===== config.mk =====
export PLATFORM = sky130hd
export DESIGN_NAME = spi_slave
export DESIGN_NICKNAME = d
export VERILOG_FILES = /design/src/rtl/spi_slave.sv
export SDC_FILE = /design/constraint.sdc
export NUM_CORES = 1
export LEC_CHECK = 0
export ABC_AREA = 1
export CAP_MARGIN = 20
export CORE_AREA = 2 2 63 65
export CTS_CLUSTER_DIAMETER = 150
export DETAILED_ROUTE_END_ITERATION = 10
export DIE_AREA = 0 0 65 67
export GPL_ROUTABILITY_DRIVEN = 0
export GPL_TIMING_DRIVEN = 0
export PLACE_DENSITY = 0.81
export SLEW_MARGIN = 30
export SYNTH_ARGS = -nofsm -noshare
export SYNTH_HDL_FRONTEND = slang
export SYNTH_SLANG_ARGS = --single-unit

===== constraint.sdc =====
create_clock -name clk -period 1.35 [get_ports clk]
set_clock_uncertainty 0.15 [all_clocks]
set_input_delay 0.27 -clock clk [delete_from_list [all_inputs] [get_ports clk]]
set_output_delay 0.27 -clock clk [all_outputs]
set_load 0.01 [all_outputs]

===== src/rtl/spi_slave.sv =====
// spi_slave: mode-0 SPI target (CPOL=0, CPHA=0), MSB first, DATA_W bits per word.
// All SPI pins are oversampled in the clk domain, so clk must run at least 4x SCLK.
//
// Ports:
//   clk        system clock
//   rst_n      asynchronous active-low reset
//   sclk_i     SPI clock from master
//   cs_n_i     chip select from master, active low
//   mosi_i     serial data from master
//   miso_o     serial data to master, 0 while not selected
//   tx_data_i  word to transmit, sampled at frame start and at each word boundary
//   rx_data_o  last complete received word
//   rx_valid_o new-word strobe (1-clk pulse, or a level with the overrun option)
//   busy_o     high while the synchronized chip select is active
//
// Optional build macro SPI_SLAVE_OVERRUN_EN:
//   adds rx_ack_i / overrun_o. rx_valid_o is then held until rx_ack_i, and a
//   word completing while rx_valid_o is still pending sets the sticky overrun_o.
//
// Parameters: DATA_W (>= 2), SYNC_STAGES (>= 2).
//
// State  | meaning
// -------+----------------------------------------------------------
// IDLE   | not selected; miso_o low, SCLK edges ignored
// ACTIVE | selected; shift on SCLK edges, words complete every DATA_W rises
module spi_slave #(
    parameter int DATA_W      = 8,
    parameter int SYNC_STAGES = 2
) (
    input  logic              clk,
    input  logic              rst_n,
    input  logic              sclk_i,
    input  logic              cs_n_i,
    input  logic              mosi_i,
    output logic              miso_o,
    input  logic [DATA_W-1:0] tx_data_i,
    output logic [DATA_W-1:0] rx_data_o,
    output logic              rx_valid_o,
`ifdef SPI_SLAVE_OVERRUN_EN
    input  logic              rx_ack_i,
    output logic              overrun_o,
`endif
    output logic              busy_o
);

    localparam int CNT_W = (DATA_W > 2) ? $clog2(DATA_W) : 1;
    localparam logic [CNT_W-1:0] CNT_LAST = CNT_W'(DATA_W - 1);
    localparam logic [CNT_W-1:0] CNT_ONE  = CNT_W'(1);

    typedef enum logic {
        ST_IDLE,
        ST_ACTIVE
    } state_t;

    state_t                 state_q, state_d;
    logic [SYNC_STAGES-1:0] sclk_sync_q, sclk_sync_d;
    logic [SYNC_STAGES-1:0] cs_sync_q, cs_sync_d;
    logic [SYNC_STAGES-1:0] mosi_sync_q, mosi_sync_d;
    logic                   sclk_prev_q, sclk_prev_d;
    logic                   cs_prev_q, cs_prev_d;
    // The bit currently on the wire lives in miso_q; tx_shift holds the rest.
    logic [DATA_W-2:0]      tx_shift_q, tx_shift_d;
    // The last received bit is merged in directly when the word completes.
    logic [DATA_W-2:0]      rx_shift_q, rx_shift_d;
    logic [CNT_W-1:0]       bit_cnt_q, bit_cnt_d;
    logic                   word_done_q, word_done_d;
    logic                   miso_q, miso_d;
    logic [DATA_W-1:0]      rx_data_q, rx_data_d;
    logic                   rx_valid_q, rx_valid_d;
    logic                   busy_q, busy_d;
`ifdef SPI_SLAVE_OVERRUN_EN
    logic                   overrun_q, overrun_d;
`endif

    logic              sclk_s, cs_n_s, mosi_s;
    logic              sclk_rise, sclk_fall, cs_fall, cs_rise;
    logic              word_complete;
    logic [DATA_W-1:0] rx_word;

    always_comb begin
        sclk_sync_d = {sclk_sync_q[SYNC_STAGES-2:0], sclk_i};
        cs_sync_d   = {cs_sync_q[SYNC_STAGES-2:0], cs_n_i};
        mosi_sync_d = {mosi_sync_q[SYNC_STAGES-2:0], mosi_i};

        sclk_s = sclk_sync_q[SYNC_STAGES-1];
        cs_n_s = cs_sync_q[SYNC_STAGES-1];
        mosi_s = mosi_sync_q[SYNC_STAGES-1];

        sclk_prev_d = sclk_s;
        cs_prev_d   = cs_n_s;

        sclk_rise = sclk_s & ~sclk_prev_q;
        sclk_fall = ~sclk_s & sclk_prev_q;
        cs_fall   = ~cs_n_s & cs_prev_q;
        cs_rise   = cs_n_s & ~cs_prev_q;

        rx_word = {rx_shift_q, mosi_s};

        state_d       = state_q;
        tx_shift_d    = tx_shift_q;
        rx_shift_d    = rx_shift_q;
        bit_cnt_d     = bit_cnt_q;
        word_done_d   = word_done_q;
        miso_d        = miso_q;
        rx_data_d     = rx_data_q;
        busy_d        = busy_q;
        word_complete = 1'b0;

        case (state_q)
            ST_IDLE: begin
                if (cs_fall) begin
                    state_d     = ST_ACTIVE;
                    busy_d      = 1'b1;
                    bit_cnt_d   = '0;
                    word_done_d = 1'b0;
                    miso_d      = tx_data_i[DATA_W-1];
                    tx_shift_d  = tx_data_i[DATA_W-2:0];
                    rx_shift_d  = '0;
                end
            end
            ST_ACTIVE: begin
                // Deselect wins over any SCLK edge seen in the same clk.
                if (cs_rise) begin
                    state_d     = ST_IDLE;
                    busy_d      = 1'b0;
                    miso_d      = 1'b0;
                    bit_cnt_d   = '0;
                    word_done_d = 1'b0;
                end else if (sclk_rise) begin
                    rx_shift_d = rx_word[DATA_W-2:0];
                    if (bit_cnt_q == CNT_LAST) begin
                        bit_cnt_d     = '0;
                        word_complete = 1'b1;
                        word_done_d   = 1'b1;
                        rx_data_d     = rx_word;
                    end else begin
                        bit_cnt_d = bit_cnt_q + CNT_ONE;
                    end
                end else if (sclk_fall) begin
                    // First fall after a completed word starts the next tx word.
                    if (bit_cnt_q == '0 && word_done_q) begin
                        miso_d     = tx_data_i[DATA_W-1];
                        tx_shift_d = tx_data_i[DATA_W-2:0];
                    end else begin
                        miso_d     = tx_shift_q[DATA_W-2];
                        tx_shift_d = tx_shift_q << 1;
                    end
                end
            end
            default: state_d = ST_IDLE;
        endcase

`ifdef SPI_SLAVE_OVERRUN_EN
        // An ack in the same clk as a completion keeps the new word pending.
        rx_valid_d = rx_valid_q;
        overrun_d  = overrun_q;
        if (rx_ack_i) begin
            overrun_d = 1'b0;
        end else if (word_complete && rx_valid_q) begin
            overrun_d = 1'b1;
        end
        if (word_complete) begin
            rx_valid_d = 1'b1;
        end else if (rx_ack_i) begin
            rx_valid_d = 1'b0;
        end
`else
        rx_valid_d = word_complete;
`endif
    end

    always_ff @(posedge clk or negedge rst_n) begin
        if (!rst_n) begin
            state_q     <= ST_IDLE;
            sclk_sync_q <= '0;
            cs_sync_q   <= '1;
            mosi_sync_q <= '0;
            sclk_prev_q <= 1'b0;
            cs_prev_q   <= 1'b1;
            tx_shift_q  <= '0;
            rx_shift_q  <= '0;
            bit_cnt_q   <= '0;
            word_done_q <= 1'b0;
            miso_q      <= 1'b0;
            rx_data_q   <= '0;
            rx_valid_q  <= 1'b0;
            busy_q      <= 1'b0;
`ifdef SPI_SLAVE_OVERRUN_EN
            overrun_q   <= 1'b0;
`endif
        end else begin
            state_q     <= state_d;
            sclk_sync_q <= sclk_sync_d;
            cs_sync_q   <= cs_sync_d;
            mosi_sync_q <= mosi_sync_d;
            sclk_prev_q <= sclk_prev_d;
            cs_prev_q   <= cs_prev_d;
            tx_shift_q  <= tx_shift_d;
            rx_shift_q  <= rx_shift_d;
            bit_cnt_q   <= bit_cnt_d;
            word_done_q <= word_done_d;
            miso_q      <= miso_d;
            rx_data_q   <= rx_data_d;
            rx_valid_q  <= rx_valid_d;
            busy_q      <= busy_d;
`ifdef SPI_SLAVE_OVERRUN_EN
            overrun_q   <= overrun_d;
`endif
        end
    end

    assign miso_o     = miso_q;
    assign rx_data_o  = rx_data_q;
    assign rx_valid_o = rx_valid_q;
    assign busy_o     = busy_q;
`ifdef SPI_SLAVE_OVERRUN_EN
    assign overrun_o  = overrun_q;
`endif

endmodule


After elaboration in Yosys (flattened, before gate mapping)
Cells that the tools add are included.
{ "word_totals": {"ff_bits": 38, "wordCells": 81} }
{ "op_classes": {"bitwise": 10, "n_mux": 36, "n_reduce_logical": 9, "n_eq_ne": 11, "add_sub_neg": 1} }
{ "ops": {"columns": ["operator", "count"], "rows": [
  ["7-bit two-way mux", 8],
  ["7-bit one-hot mux with 2 select lines", 2],
  ["1-bit two-way mux", 17],
  ["3-bit two-way mux", 4],
  ["3-bit by 1-bit inequality test with 1-bit output, second input constant", 3],
  ["3-bit AND reduction", 3],
  ["1-bit one-hot mux with 2 select lines", 4],
  ["4-bit AND reduction", 2],
  ["2-bit by 1-bit inequality test with 1-bit output, second input constant", 3],
  ["2-bit inequality test, second input constant", 3],
  ["1-bit NOT", 6],
  ["3-bit one-hot mux with 2 select lines", 1],
  ["1-bit bitwise AND", 4],
  ["2-bit AND reduction", 2],
  ["3-bit by 1-bit adder with 3-bit output, second input constant", 1],
  ["3-bit equality test, second input constant", 1],
  ["3-bit logical NOT", 1],
  ["3-bit by 2-bit inequality test with 1-bit output, second input constant", 1],
  ["1-bit logical AND", 1]
]} }

Longest topological paths before layout
{ "logic_depth": {"ltp_word": 7, "ltp_mapped": 8, "mapped_depth_nobuf": 8} }

Worst setup path after synthesis
OpenSTA, ideal clock, no wires.
{ "synth_path": {"path_kind": "reg-to-reg", "from": "register cs_prev_q", "to": "register rx_data_q[6] (netlist: rx_data_o[6])", "path_slack_ns": -0.062, "period_less_slack_ns": 1.412, "n_path_buf": 1, "setup_time_ns": 0.118, "arrival_ns": 1.144, "required_ns": 1.082, "stages_incl_launch_ff": 7, "cell_sequence": "dfstp_2 > inv_1 > a21oi_4 > nand3_4 > buf_6 > nand2_1 > o21ai_2"} }
{ "synth_via": {"elab_chain_len": 4} }
{ "synth_lines": {"columns": ["element", "line", "rtl"], "rows": [
  ["start: declaration", "60", "logic cs_prev_q, cs_prev_d;"],
  ["start signal: assignment", "197", "cs_prev_q <= cs_prev_d;"],
  ["1-bit NOT", "95", "cs_rise = cs_n_s & ~cs_prev_q;"],
  ["1-bit bitwise AND", "95", null],
  ["1-bit NOT (no line)", null, null],
  ["4-bit AND reduction (no line)", null, null],
  ["end signal: assignment", "203", "rx_data_q <= rx_data_d;"],
  ["end: declaration", "68", "logic [DATA_W-1:0] rx_data_q, rx_data_d;"]
]} }
Every way passes these cells.
A chain may end at the register's enable or synchronous reset.

Worst setup path in the final report
{ "layout_path": {"from": "register cs_prev_q", "to": "register rx_shift_q[3]"} }
{ "layout_via": {"elab_chain_len": 4, "elab_cells_between_ends": 6} }
{ "layout_lines": {"columns": ["element", "line", "rtl"], "rows": [
  ["1-bit NOT", "95", null],
  ["1-bit bitwise AND", "95", null],
  ["2-bit inequality test (no line)", null, null],
  ["3-bit AND reduction (no line) (*)", null, null],
  ["end signal: assignment", "199", "rx_shift_q <= rx_shift_d;"],
  ["end: declaration", "64", "logic [DATA_W-2:0] rx_shift_q, rx_shift_d;"]
]} }
Every way passes the cells marked *; elsewhere a longest branch is shown, timed or not.

==> reports/results.tsv <==
stage	metric	value	unit
run_status	failing checks	setup timing	
setup_path	Reg2Reg Depth	6	
grt	GR Overflow Total	0	
synthesis	Seq/Total Area, Yosys	58.3	%
cells_and_area	Area growth syn-to-layout	36.9	%
timing	setup ws final	-0.160	ns
drt	Routed wire per std cell	12.8	um
grt	vias in the first global route	1164	
setup_path	crit path DAT	1.54	ns
power_and_ir_drop	clock share of power	27.7	%
power_and_ir_drop	cell internal pwr	2.04	mW
power_and_ir_drop	Logic pwr share	24.5	%
grt	largest net degree at the start of global routing	23	
min_path	Hold Crit Class	reg2reg	
place	dpl cells	239	
cells_and_area	post-route insts no fill	258	
drt	initial drt markers	63	
timing	max_slew headroom	71.9	%
synthesis	Synth cell types	22	
power_and_ir_drop	Peak supply drop	772	uV
synthesis	cells after synthesis	167	
cells_and_area	commonest non-fill, non-tap cell in the layout	nand2_1	
cts	CTS clk-pin slew, worst paths	0.08	ns
drt	Pre-Repair DR Iteration Count	4	
cts	Clock Path Buffers	2	
timing	FMAX	662	MHz
timing	Pins Over Slew Limit	0	
floorplan	Die Span X	65	um
floorplan	I/O Pins	24	
setup_path	flop2flop setup slack	-0.16	ns
synthesis	synthesized area	1640	um2
floorplan	core area	3610	um2
cells_and_area	fill count	289	
run_status	status	complete, but fails checks	
timing	crit path time final	1.51	ns
timing	part of the cycle the worst path needs	112	%
floorplan	initial core utilization	45.4	%
cts	number of CTS-inserted buffers	5	
synthesis	yosys warns	0	
min_path	hold depth	0	
floorplan	chip height	67	um
power_and_ir_drop	Pwr Density	1320	nW/um2
cts	CTS tree	done	
setup_path	CP Launch Type	flop	
cells_and_area	multi-input logic area	698	um2
place	HPWL after DPL	1960	um
drt	routed wire length	3300	um
timing	final hold vios	0	
cts	Root Driver	clkbuf_8	
timing	RSZ-0062 raised after global routing	yes	
cells_and_area	Reg area	956	um2
setup_path	worst path required time	1.38	ns
power_and_ir_drop	Static Leak	1.08	nW
setup_path	Critical Path Sink	rx_shift_q[3]$_DFFE_PN0P_	
cts	Clock Latency Late Sink	0.30	ns
setup_path	largest fanout on the critical path	9	
cells_and_area	Total Nets Final	225	
setup_path	Crit Reg-Reg Endpoint	rx_shift_q[3]$_DFFE_PN0P_	
setup_path	CP endpoint kind	flop	
timing	final setup TNS	-2.95	ns
power_and_ir_drop	switching share of power	30.9	%
synthesis	flops & latches, synth	38	
synthesis	syn nets	183	
drt	via count	1265	
setup_path	kind of critical path	reg2reg	
run	maxcap violations	0	
power_and_ir_drop	portion of total power attributed to sequential cells	47.8	%
drt	antenna-violating nets left	0	
floorplan	full die area	4360	um2
timing	Worst-Margin Slew	0.421	ns
floorplan	std cell rows	22	
setup_path	Crit Reg-Reg Startpoint	cs_prev_q$_DFF_PN1_	
timing	# setup viols final	27	
cells_and_area	layout cells sized above 1	33.3	%
drt	Via density	4.90	
grt	Tot GR Track Use	16.4	%
place	setup slack after placement	-0.189	ns
cts	H-tree depth	2	
power_and_ir_drop	switching pwr	0.912	mW
place	port bufs	23	
grt	initial antenna violation count	0	
grt	first-pass GRT wire length	5190	um
cells_and_area	Antenna Diode Count	0	
synthesis	mean area per synthesized cell	9.80	um2
cts	CTS Sinks	38	
cells_and_area	most frequent cells in the layout	nand2_1, dfrtp_1, inv_1	
setup_path	CP startpoint	cs_prev_q$_DFF_PN1_	
drt	DRC viols	0	
metrics by stage:
step	utilization, %	power [mW]	instance area (um2)	hold slack [ns]
6_report	62.1	2.95	2240	0.201
5_1_grt	62.1	3.11	2240	0.210
4_1_cts	59.6	2.89	2150	0.203
3_5_place_dp	54.3	2.03	1960	0.0812
3_3_place_gp	53.7	2.00	1940	0.184
2_1_floorplan	-	1.82	1650	-0.176
critical path, stage by stage, from the launching register on:
cell and delay (ns):
dfstp_2 0.54, inv_4 0.05, a21oi_4 0.22, buf_6 0.15
nand2_8 0.07, nand2_4 0.11, o22ai_1 0.09
worst min path at each step:
| stage | from | endpoint | slack [ns] |
|---|---|---|---|
| global placement | sclk_sync_q[0]$_DFF_PN0_ | sclk_sync_q[1]$_DFF_PN0_ | 0.18 |
| floorplan | rst_n | bit_cnt_q[0]$_DFFE_PN0P_ | -0.18 |
| CTS | sclk_sync_q[0]$_DFF_PN0_ | sclk_sync_q[1]$_DFF_PN0_ | 0.20 |
| finish | sclk_sync_q[0]$_DFF_PN0_ | sclk_sync_q[1]$_DFF_PN0_ | 0.20 |
| detailed placement | rst_n | sclk_prev_q$_DFF_PN0_ | 0.08 |
| global route | cs_sync_q[0]$_DFF_PN1_ | cs_sync_q[1]$_DFF_PN1_ | 0.21 |
synth_stat cells (all sizes together):
cell | count | area share, %
inv | 22 | 5.0
nand3 | 11 | 4.4
ha | 3 | 2.3
dfrtp | 35 | 54
o22ai | 6 | 2.3
nand3b | 6 | 2.8
a21oi | 4 | 2.6
nor2 | 8 | 2.0
o21ai | 16 | 6.5
dfstp | 3 | 4.8
buf | 2 | 0.99
nand2 | 51 | 13
power by group through the flow:
stage	combinational [mW]	sequential, mW	clock (mW)
2_1_floorplan	0.411	1.41	0
3_3_place_gp	0.579	1.42	0
3_5_place_dp	0.614	1.42	0
4_1_cts	0.657	1.41	0.829
5_1_grt	0.807	1.43	0.871
6_report	0.722	1.41	0.819
metal layers:
layer  vias up  part of all wire [%]  track usage, %
met3        10                   4.6            4.05
met5         -                     0               0
met2        35                    51            27.3
li1        621                     -               -
met1       599                    43            19.0
met4         0                   2.2            10.4
state kept, by name, summed over array words and instances, names as in the netlist:
name	cells
tx_shift_q	7
bit_cnt_q	3
word_done_q	1
cs_sync_q	2
rx_shift_q	7
mosi_sync_q	2
rx_data_o	8
state_q	1
sclk_prev_q	1
busy_o	1
sclk_sync_q	2
rx_valid_o	1
cs_prev_q	1
miso_o	1
area by class of cell:
class	count	share of cell area, %
Sequential cell	38	42.7
Multi-Input combinational cell	106	31.2
Timing Repair Buffer	34	14.2
Inverter	22	3.80
Clock buffer	6	3.69
Tap cell	48	2.68
Buffer	2	1.23
Clock inverter	2	0.558
logic make-up after synthesis:
logic type      share of synthesized area (%)
compound gates                           11.4
fa+ha+maj                                2.29
buf+inv                                  6.04
flops                                    58.3
simple gates                             21.9
repair_timing:
action,in CTS,in global routing
pin swaps,4,6
hold buffers,1,0
gates resized for setup,31,35
endpoints found under the setup margin,38,36
buffers inserted,5,3
hold endpoints to repair,13,0
cloned,0,2
Note: power is estimated with default switching activity, not from simulation.
